## src/rtl/stopwatch_ctrl.sv

```systemverilog
`default_nettype none
`timescale 1ns/1ps
// +----------------------------------------------------------------------+
// | Module      : stopwatch_ctrl                                         |
// | Description : Button-driven control FSM for a BCD stopwatch, with    |
// |               lap freeze and a saturating lap counter.               |
// | Revision    : 1.0 - initial release                                  |
// +----------------------------------------------------------------------+
module stopwatch_ctrl (
    input  logic       clk,
    input  logic       reset,
    input  logic       btn_ss,
    input  logic       btn_lr,
    input  logic [3:0] min0,
    input  logic [3:0] sec1,
    input  logic [3:0] sec0,
    input  logic [3:0] milSec0,
    output logic       start_resume,
    output logic       stop,
    output logic       sw_reset,
    output logic [3:0] d_min0,
    output logic [3:0] d_sec1,
    output logic [3:0] d_sec0,
    output logic [3:0] d_milSec0,
    output logic       running,
    output logic       lap_active,
    output logic [3:0] lap_count
);

    localparam logic [1:0] c_ST_IDLE    = 2'd0;
    localparam logic [1:0] c_ST_RUNNING = 2'd1;
    localparam logic [1:0] c_ST_PAUSED  = 2'd2;
    localparam logic [1:0] c_ST_LAP     = 2'd3;
    localparam logic [3:0] c_LAP_MAX    = 4'd15;

    logic [1:0]  r_state;
    logic [1:0]  w_state_nxt;
    logic        r_ss_prev;
    logic        r_lr_prev;
    logic        w_ss_ev;
    logic        w_lr_ev;
    logic        w_start_nxt;
    logic        w_stop_nxt;
    logic        w_swrst_nxt;
    logic        w_capture;
    logic        w_clear;
    logic        r_start_resume;
    logic        r_stop;
    logic        r_sw_reset;
    logic [15:0] r_lap;
    logic [3:0]  r_lap_count;

    // Previous samples track the buttons even in reset so a held button is not an event.
    always_ff @(posedge clk) begin
        r_ss_prev <= btn_ss;
        r_lr_prev <= btn_lr;
    end

    assign w_ss_ev = btn_ss & ~r_ss_prev;
    assign w_lr_ev = btn_lr & ~r_lr_prev & ~w_ss_ev;

    always_ff @(posedge clk) begin
        if (reset) begin
            r_state <= c_ST_IDLE;
        end else begin
            r_state <= w_state_nxt;
        end
    end

    always_comb begin
        w_state_nxt = r_state;
        case (r_state)
            c_ST_IDLE:    if (w_ss_ev) w_state_nxt = c_ST_RUNNING;
            c_ST_RUNNING: if (w_ss_ev) w_state_nxt = c_ST_PAUSED;
                          else if (w_lr_ev) w_state_nxt = c_ST_LAP;
            c_ST_PAUSED:  if (w_ss_ev) w_state_nxt = c_ST_RUNNING;
                          else if (w_lr_ev) w_state_nxt = c_ST_IDLE;
            c_ST_LAP:     if (w_ss_ev) w_state_nxt = c_ST_PAUSED;
                          else if (w_lr_ev) w_state_nxt = c_ST_RUNNING;
            default:      w_state_nxt = c_ST_IDLE;
        endcase
    end

    always_comb begin
        w_start_nxt = 1'b0;
        w_stop_nxt  = 1'b0;
        w_swrst_nxt = 1'b0;
        w_capture   = 1'b0;
        w_clear     = 1'b0;
        case (r_state)
            c_ST_IDLE: begin
                w_start_nxt = w_ss_ev;
                w_swrst_nxt = w_lr_ev;
            end
            c_ST_RUNNING: begin
                w_stop_nxt = w_ss_ev;
                w_capture  = w_lr_ev;
            end
            c_ST_PAUSED: begin
                w_start_nxt = w_ss_ev;
                w_swrst_nxt = w_lr_ev;
                w_clear     = w_lr_ev;
            end
            c_ST_LAP: begin
                w_stop_nxt = w_ss_ev;
            end
            default: ;
        endcase
    end

    // Command pulses come out of flops; sw_reset stays high through reset.
    always_ff @(posedge clk) begin
        if (reset) begin
            r_start_resume <= 1'b0;
            r_stop         <= 1'b0;
            r_sw_reset     <= 1'b1;
            r_lap          <= 16'd0;
            r_lap_count    <= 4'd0;
        end else begin
            r_start_resume <= w_start_nxt;
            r_stop         <= w_stop_nxt;
            r_sw_reset     <= w_swrst_nxt;
            if (w_clear) begin
                r_lap       <= 16'd0;
                r_lap_count <= 4'd0;
            end else if (w_capture) begin
                r_lap <= {min0, sec1, sec0, milSec0};
                if (r_lap_count != c_LAP_MAX) begin
                    r_lap_count <= r_lap_count + 4'd1;
                end
            end
        end
    end

    assign start_resume = r_start_resume;
    assign stop         = r_stop;
    assign sw_reset     = r_sw_reset;
    assign running      = (r_state == c_ST_RUNNING) || (r_state == c_ST_LAP);
    assign lap_active   = (r_state == c_ST_LAP);
    assign lap_count    = r_lap_count;

    assign {d_min0, d_sec1, d_sec0, d_milSec0} =
        lap_active ? r_lap : {min0, sec1, sec0, milSec0};

endmodule
`default_nettype wire
```

## config.mk

```make
export PLATFORM = sky130hd
export DESIGN_NAME = stopwatch_ctrl
export DESIGN_NICKNAME = d
export VERILOG_FILES = /design/src/rtl/stopwatch_ctrl.sv
export SDC_FILE = /design/constraint.sdc
export NUM_CORES = 1
export LEC_CHECK = 0
export ABC_AREA = 1
export BUFFER_PORTS_ARGS = -buffer_cell sky130_fd_sc_hd__buf_2
export CAP_MARGIN = 15
export CORE_ASPECT_RATIO = 1.1
export CORE_MARGIN = 2
export CORE_UTILIZATION = 30
export DETAILED_ROUTE_END_ITERATION = 10
export GPL_ROUTABILITY_DRIVEN = 0
export GPL_TIMING_DRIVEN = 0
export HOLD_SLACK_MARGIN = 0.03
export PLACE_DENSITY = 0.53
export SLEW_MARGIN = 30
export SYNTH_ARGS = -nofsm -noshare
export SYNTH_HDL_FRONTEND = slang
export SYNTH_SLANG_ARGS = --single-unit
```

## constraint.sdc

```tcl
create_clock -name clk -period 1.96 [get_ports clk]
set_input_delay 0.098 -clock clk [delete_from_list [all_inputs] [get_ports clk]]
set_output_delay 0.098 -clock clk [all_outputs]
set_load 0.05 [all_outputs]
```

; Yosys cells after proc, flatten, opt, wreduce, memory -nomap -nowiden
; Cells that the tools add are included.
[totals]
reg_bits = 27
input_bits = 20
output_inout_bits = 25
elab_cells = 46
[classes]
add_sub_neg = 1
eq_ne = 8
muxes = 12
bitwise_logic = 8
reduce_logical = 9
[op_table]
columns = cell, n
row1 = 16-bit 2-to-1 mux, 1
row2 = 2-bit 2-to-1 mux, 7
row3 = 2-bit OR reduction, 5
row4 = 2-bit one-hot mux with 4 select lines, 1
row5 = "3-bit inequality test, second input constant", 2
row6 = 1-bit NOT, 5
row7 = "4-bit by 1-bit adder with 4-bit output, second input constant", 1
row8 = "2-bit equality test, second input constant", 2
row9 = "4-bit inequality test, second input constant", 1
row10 = 4-bit AND reduction, 1
row11 = 1-bit AND, 3
row12 = 1-bit 2-to-1 mux, 3
row13 = "3-bit by 1-bit inequality test with 1-bit output, second input constant", 1
row14 = "2-bit by 1-bit equality test with 1-bit output, second input constant", 1
row15 = 2-bit logical NOT, 1
row16 = "2-bit inequality test, second input constant", 1
row17 = 2-bit AND reduction, 1
row18 = 1-bit logical OR, 1

; Longest topological paths before layout
[logic_depth]
ltp_word = 7
depth_mapped = 8
depth_no_buf = 7

; Least setup slack after synthesis
; Ideal clock, no wire load.
[synth_timing]
path_type = reg-to-reg
start = register r_lap_count[0] (netlist: lap_count[0])
end = register r_lap_count[1] (netlist: lap_count[1])
setup_time_ps = 116
arrival_ps = 1414
t_required_ps = 1844
path_slack_ps = 430
stages_incl_launch_ff = 7
n_path_buf = 0
path_cell_list = dfxtp_1 -> ha_1 -> nand3_1 -> nand3_1 -> inv_1 -> nor2_1 -> nor2_1
[synth_via]
elab_chain_len = 2
elab_cells_between_ends = 3
cone_classes = add/sub (1) / eq/ne (1) / reduce/logical (1)
[synth_rtl]
columns = item, line_no
row1 = start: declaration, 51  ; logic [3:0] r_lap_count;
row2 = start signal: assignment, 129  ; r_lap_count <= r_lap_count + 4'd1;
row3 = branches (longest 2 deep; another with 4-bit by 1-bit adder with 4-bit output), n/a
; Parallel ways; which one is timed is not known.
; A chain may end at the register's enable or synchronous reset.

; Worst setup path after layout
[layout_timing]
start = register r_state[0]
end = output port d_min0[1]
[layout_via]
elab_chain_len = 2
[layout_rtl]
columns = item, line_no
row1 = start: declaration, 36  ; logic [1:0] r_state;
row2 = start signal: assignment, 64  ; r_state <= c_ST_IDLE;
row3 = start signal: assignment, 66  ; r_state <= w_state_nxt;
row4 = 2-bit equality test, 139  ; assign lap_active = (r_state == c_ST_LAP);
row5 = 16-bit 2-to-1 mux, 143  ; lap_active ? r_lap : {min0, sec1, sec0, milSec0};
row6 = end: declaration, 21  ; output logic [3:0] d_min0,
; No other way between the ends.

==> flow_metrics.env <==
export IMPL_fmax_mhz=586.0
export IMPL_dpl_worst_slack_ns=0.5228
export IMPL_peakVddDrop_mv=0.2873
export IMPL_relSlewSlack_pct=82.86
export IMPL_synth_async_sr_flop_share_pct=0
export IMPL_cp_arrival_ns=1.61
export IMPL_grt_usage_pct=12.08
export IMPL_drt_wl_total_um=3005
export IMPL_seq_power_share_pct=51.1
export IMPL_critical_path_most_common_cell="nand2_1"
export IMPL_drive_gt1_share_pct=34.48
export IMPL_start_kind="flip-flop"
export IMPL_synthTopCellsByArea="dfxtp_1 40%, nand2_1 24%, a21oi_2 6.6%"
export IMPL_viasPerCell=4.367
export IMPL_cts_root_buf="clkbuf_8"
export IMPL_swShare_pct=30.72
export IMPL_yosysSeqAreaShare_pct=40.49
export IMPL_final_setup_skew_ns=0.005476
export IMPL_nets=254
export IMPL_ys_ff_latch=27
export IMPL_grt_setup_unrepaired="no"
export IMPL_slowest_delay_ns=0.33
export IMPL_firstDrtPassIters=4
export IMPL_worst_setup_path_end_kind="output pin"
export IMPL_clk_latency_ns=0.27
export IMPL_pwr_share_clk_pct=28.0
export IMPL_pin_count=45
export IMPL_cts_buffers=3
export IMPL_critical_path_class="flip-flop to output pin"
export IMPL_p_leak_nw=0.7924
export IMPL_drv_slew=0
export IMPL_worstPathRequired_ns=1.86
export IMPL_drc_errors=0
export IMPL_status="finished clean"
export IMPL_setup_ws_ns=0.2536
export IMPL_p_comb_share_pct=20.9
export IMPL_setup_violations=0
export IMPL_path_cells="buf_6 > nand2_2 > inv_2 > buf_4 > nand2_1 > nand2_1 > buf_2"
export IMPL_core_region_area_um2=4285
export IMPL_cts_resized=0
export IMPL_yosys_warnings=0
export IMPL_antenna_cells=0
export IMPL_core_rowCount=25
export IMPL_grt_overflow=0
export IMPL_p_switching_w=0.0003422
export IMPL_first_iter_violations=45
export IMPL_htreeDepth=1
export IMPL_dieArea_um2=5000
export IMPL_synth_top_area_share_pct=40.49
export IMPL_cts_path_max_buffers=2
export IMPL_port_buffers=44
export IMPL_grt_pass1_vias=1055
export IMPL_die_h_um=73.97
export IMPL_fillers=455
export IMPL_yosys_area_top_type="dfxtp_1"
export IMPL_fin_crit_sh_pct=87.06
export IMPL_cts_sinks=27
export IMPL_synthToLayoutAreaGrowth_pct=26.52
export IMPL_cts_setup_buffers=0
export IMPL_synthCells=182
export IMPL_crit_family="buffers and inverters"
export IMPL_antenna_found_initial=0
export IMPL_synth_edf_count=0
export IMPL_cellPowerDensity_nw_per_um2=659.5
export IMPL_place_hpwl_um=2193
export IMPL_fin_crit_ns=1.706
export IMPL_crit_fanout=10
export IMPL_final_common_cell="nand2_1"
export IMPL_vias=1249
export IMPL_synth_nets=203
export IMPL_syn_avg_cell_area_um2=7.335
export IMPL_hold_violations=0
export IMPL_ys_flop_type="dfxtp_1"
export IMPL_hold_class="primary input to flip-flop"
export IMPL_dieWidth_um=67.61
export IMPL_layout_common_cells="86 x nand2_1, 45 x buf_2, 27 x dfxtp_1"
export IMPL_slowest_stage="dfxtp_1"
export IMPL_clk_pin_slew_worst_paths_ns=0.09
export IMPL_setup_tns_final_ns=0
export IMPL_wire_per_inst_um=10.51
export IMPL_grt_max_degree=16
export IMPL_cap_violations=0
export IMPL_ys_types=23
export IMPL_final_antenna_net_count=0
export IMPL_initial_core_util_pct=31.15
export IMPL_cts_tree="yes"
export IMPL_critical_path_buf_inv_count=4
export IMPL_power_internal_w=0.0007718
export IMPL_worstMarginPinSlew_ns=0.2589
export IMPL_grt_pass1_wl_um=4623
export IMPL_netlist_area_um2=1335
[metal layers]
metal  wire length [um]  share of wire [%]  vias up  global-route usage [%]
li1                   -                  -      670                       -
met4                 21               0.70        0                   4.082
met5                  0                  0        -                       0
met3                199                6.6        2                   1.967
met1               1461                 49      541                   15.43
met2               1322                 44       36                   20.59
[power groups by stage]
stage	clock (W)	sequential (W)	combinational (W)
5_1_grt	0.000348	0.000571	0.000250
6_report	0.000312	0.000569	0.000233
4_1_cts	0.000331	0.000570	0.000234
2_1_floorplan	0	0.000595	0.000156
3_5_place_dp	0	0.000582	0.000230
3_3_place_gp	0	0.000582	0.000230
[flip-flops by register name, summed over array words and instances, names as in the netlist]
signal        cells
r_lap            16
start_resume      1
r_ss_prev         1
stop              1
lap_count         4
r_lr_prev         1
r_state           2
sw_reset          1
[worst min-delay path, stage by stage]
cell     delay (ns)
buf_2          0.10
nand2_1        0.05
a21oi_1        0.05
[metrics by stage]
step	std cells	total power [W]	util (%)	cell area, um^2	hold WS, ns
global placement	280	0.0008126	37.87	1623	0.2293
floorplan	182	0.0007510	-	1335	0.1257
CTS	286	0.001135	39.42	1689	0.06896
global route	286	0.001168	39.42	1689	0.07137
detailed placement	280	0.0008129	37.87	1623	0.2347
finish	286	0.001114	39.42	1689	0.07420
[what timing repair did]
item                                    CTS  global route
endpoints found under the hold margin     2             0
hold buffers                              2             0
endpoints found under the setup margin    0             0
[logic make-up after synthesis]
kind of cell               after synthesis  share of synthesized area [%]
AOI/OAI and AO/OA                       25                          12.18
and+or+nand+nor                        111                          37.86
adders and majority gates                1                         0.9371
buffers and inverters                   18                          8.528
DFF                                     27                          40.49
[area by class of cell]
| class | count | area [um^2] | share of cell area (%) |
|---|---|---|---|
| timing repair buffer | 46 | 240.2 | 14.22 |
| buffer | 7 | 70.07 | 4.148 |
| clock buffer | 3 | 41.29 | 2.444 |
| inverter | 11 | 43.79 | 2.593 |
| sequential | 27 | 540.5 | 32.00 |
| tap | 54 | 67.56 | 4.000 |
| clock inverter | 1 | 5.005 | 0.2963 |
| multi-input combinational | 137 | 680.7 | 40.30 |
[path summary, 6_finish.rpt]
kind / start / endpoint / slack, ns / depth (start not counted)
hold / removal: sec0[2] / r_lap[6] / 0.07 / 3
setup reg to reg: lap_count[0] / lap_count[2] / 0.70 / 5
setup / recovery: r_state[0] / d_min0[1] / 0.25 / 7
hold reg to reg: r_lap[6] / r_lap[6] / 0.47 / 2
[synth_stat cells (3+ instances only)]
master and number:
nand2_1 86, dfxtp_1 27, a21oi_1 11, a21oi_2 10, inv_1 6, nand3_1 6
nor2_1 5, inv_2 4, nand2_4 4, o21ai_0 4, buf_6 3, nor2_4 3
Note: power is estimated with default switching activity, not from simulation.
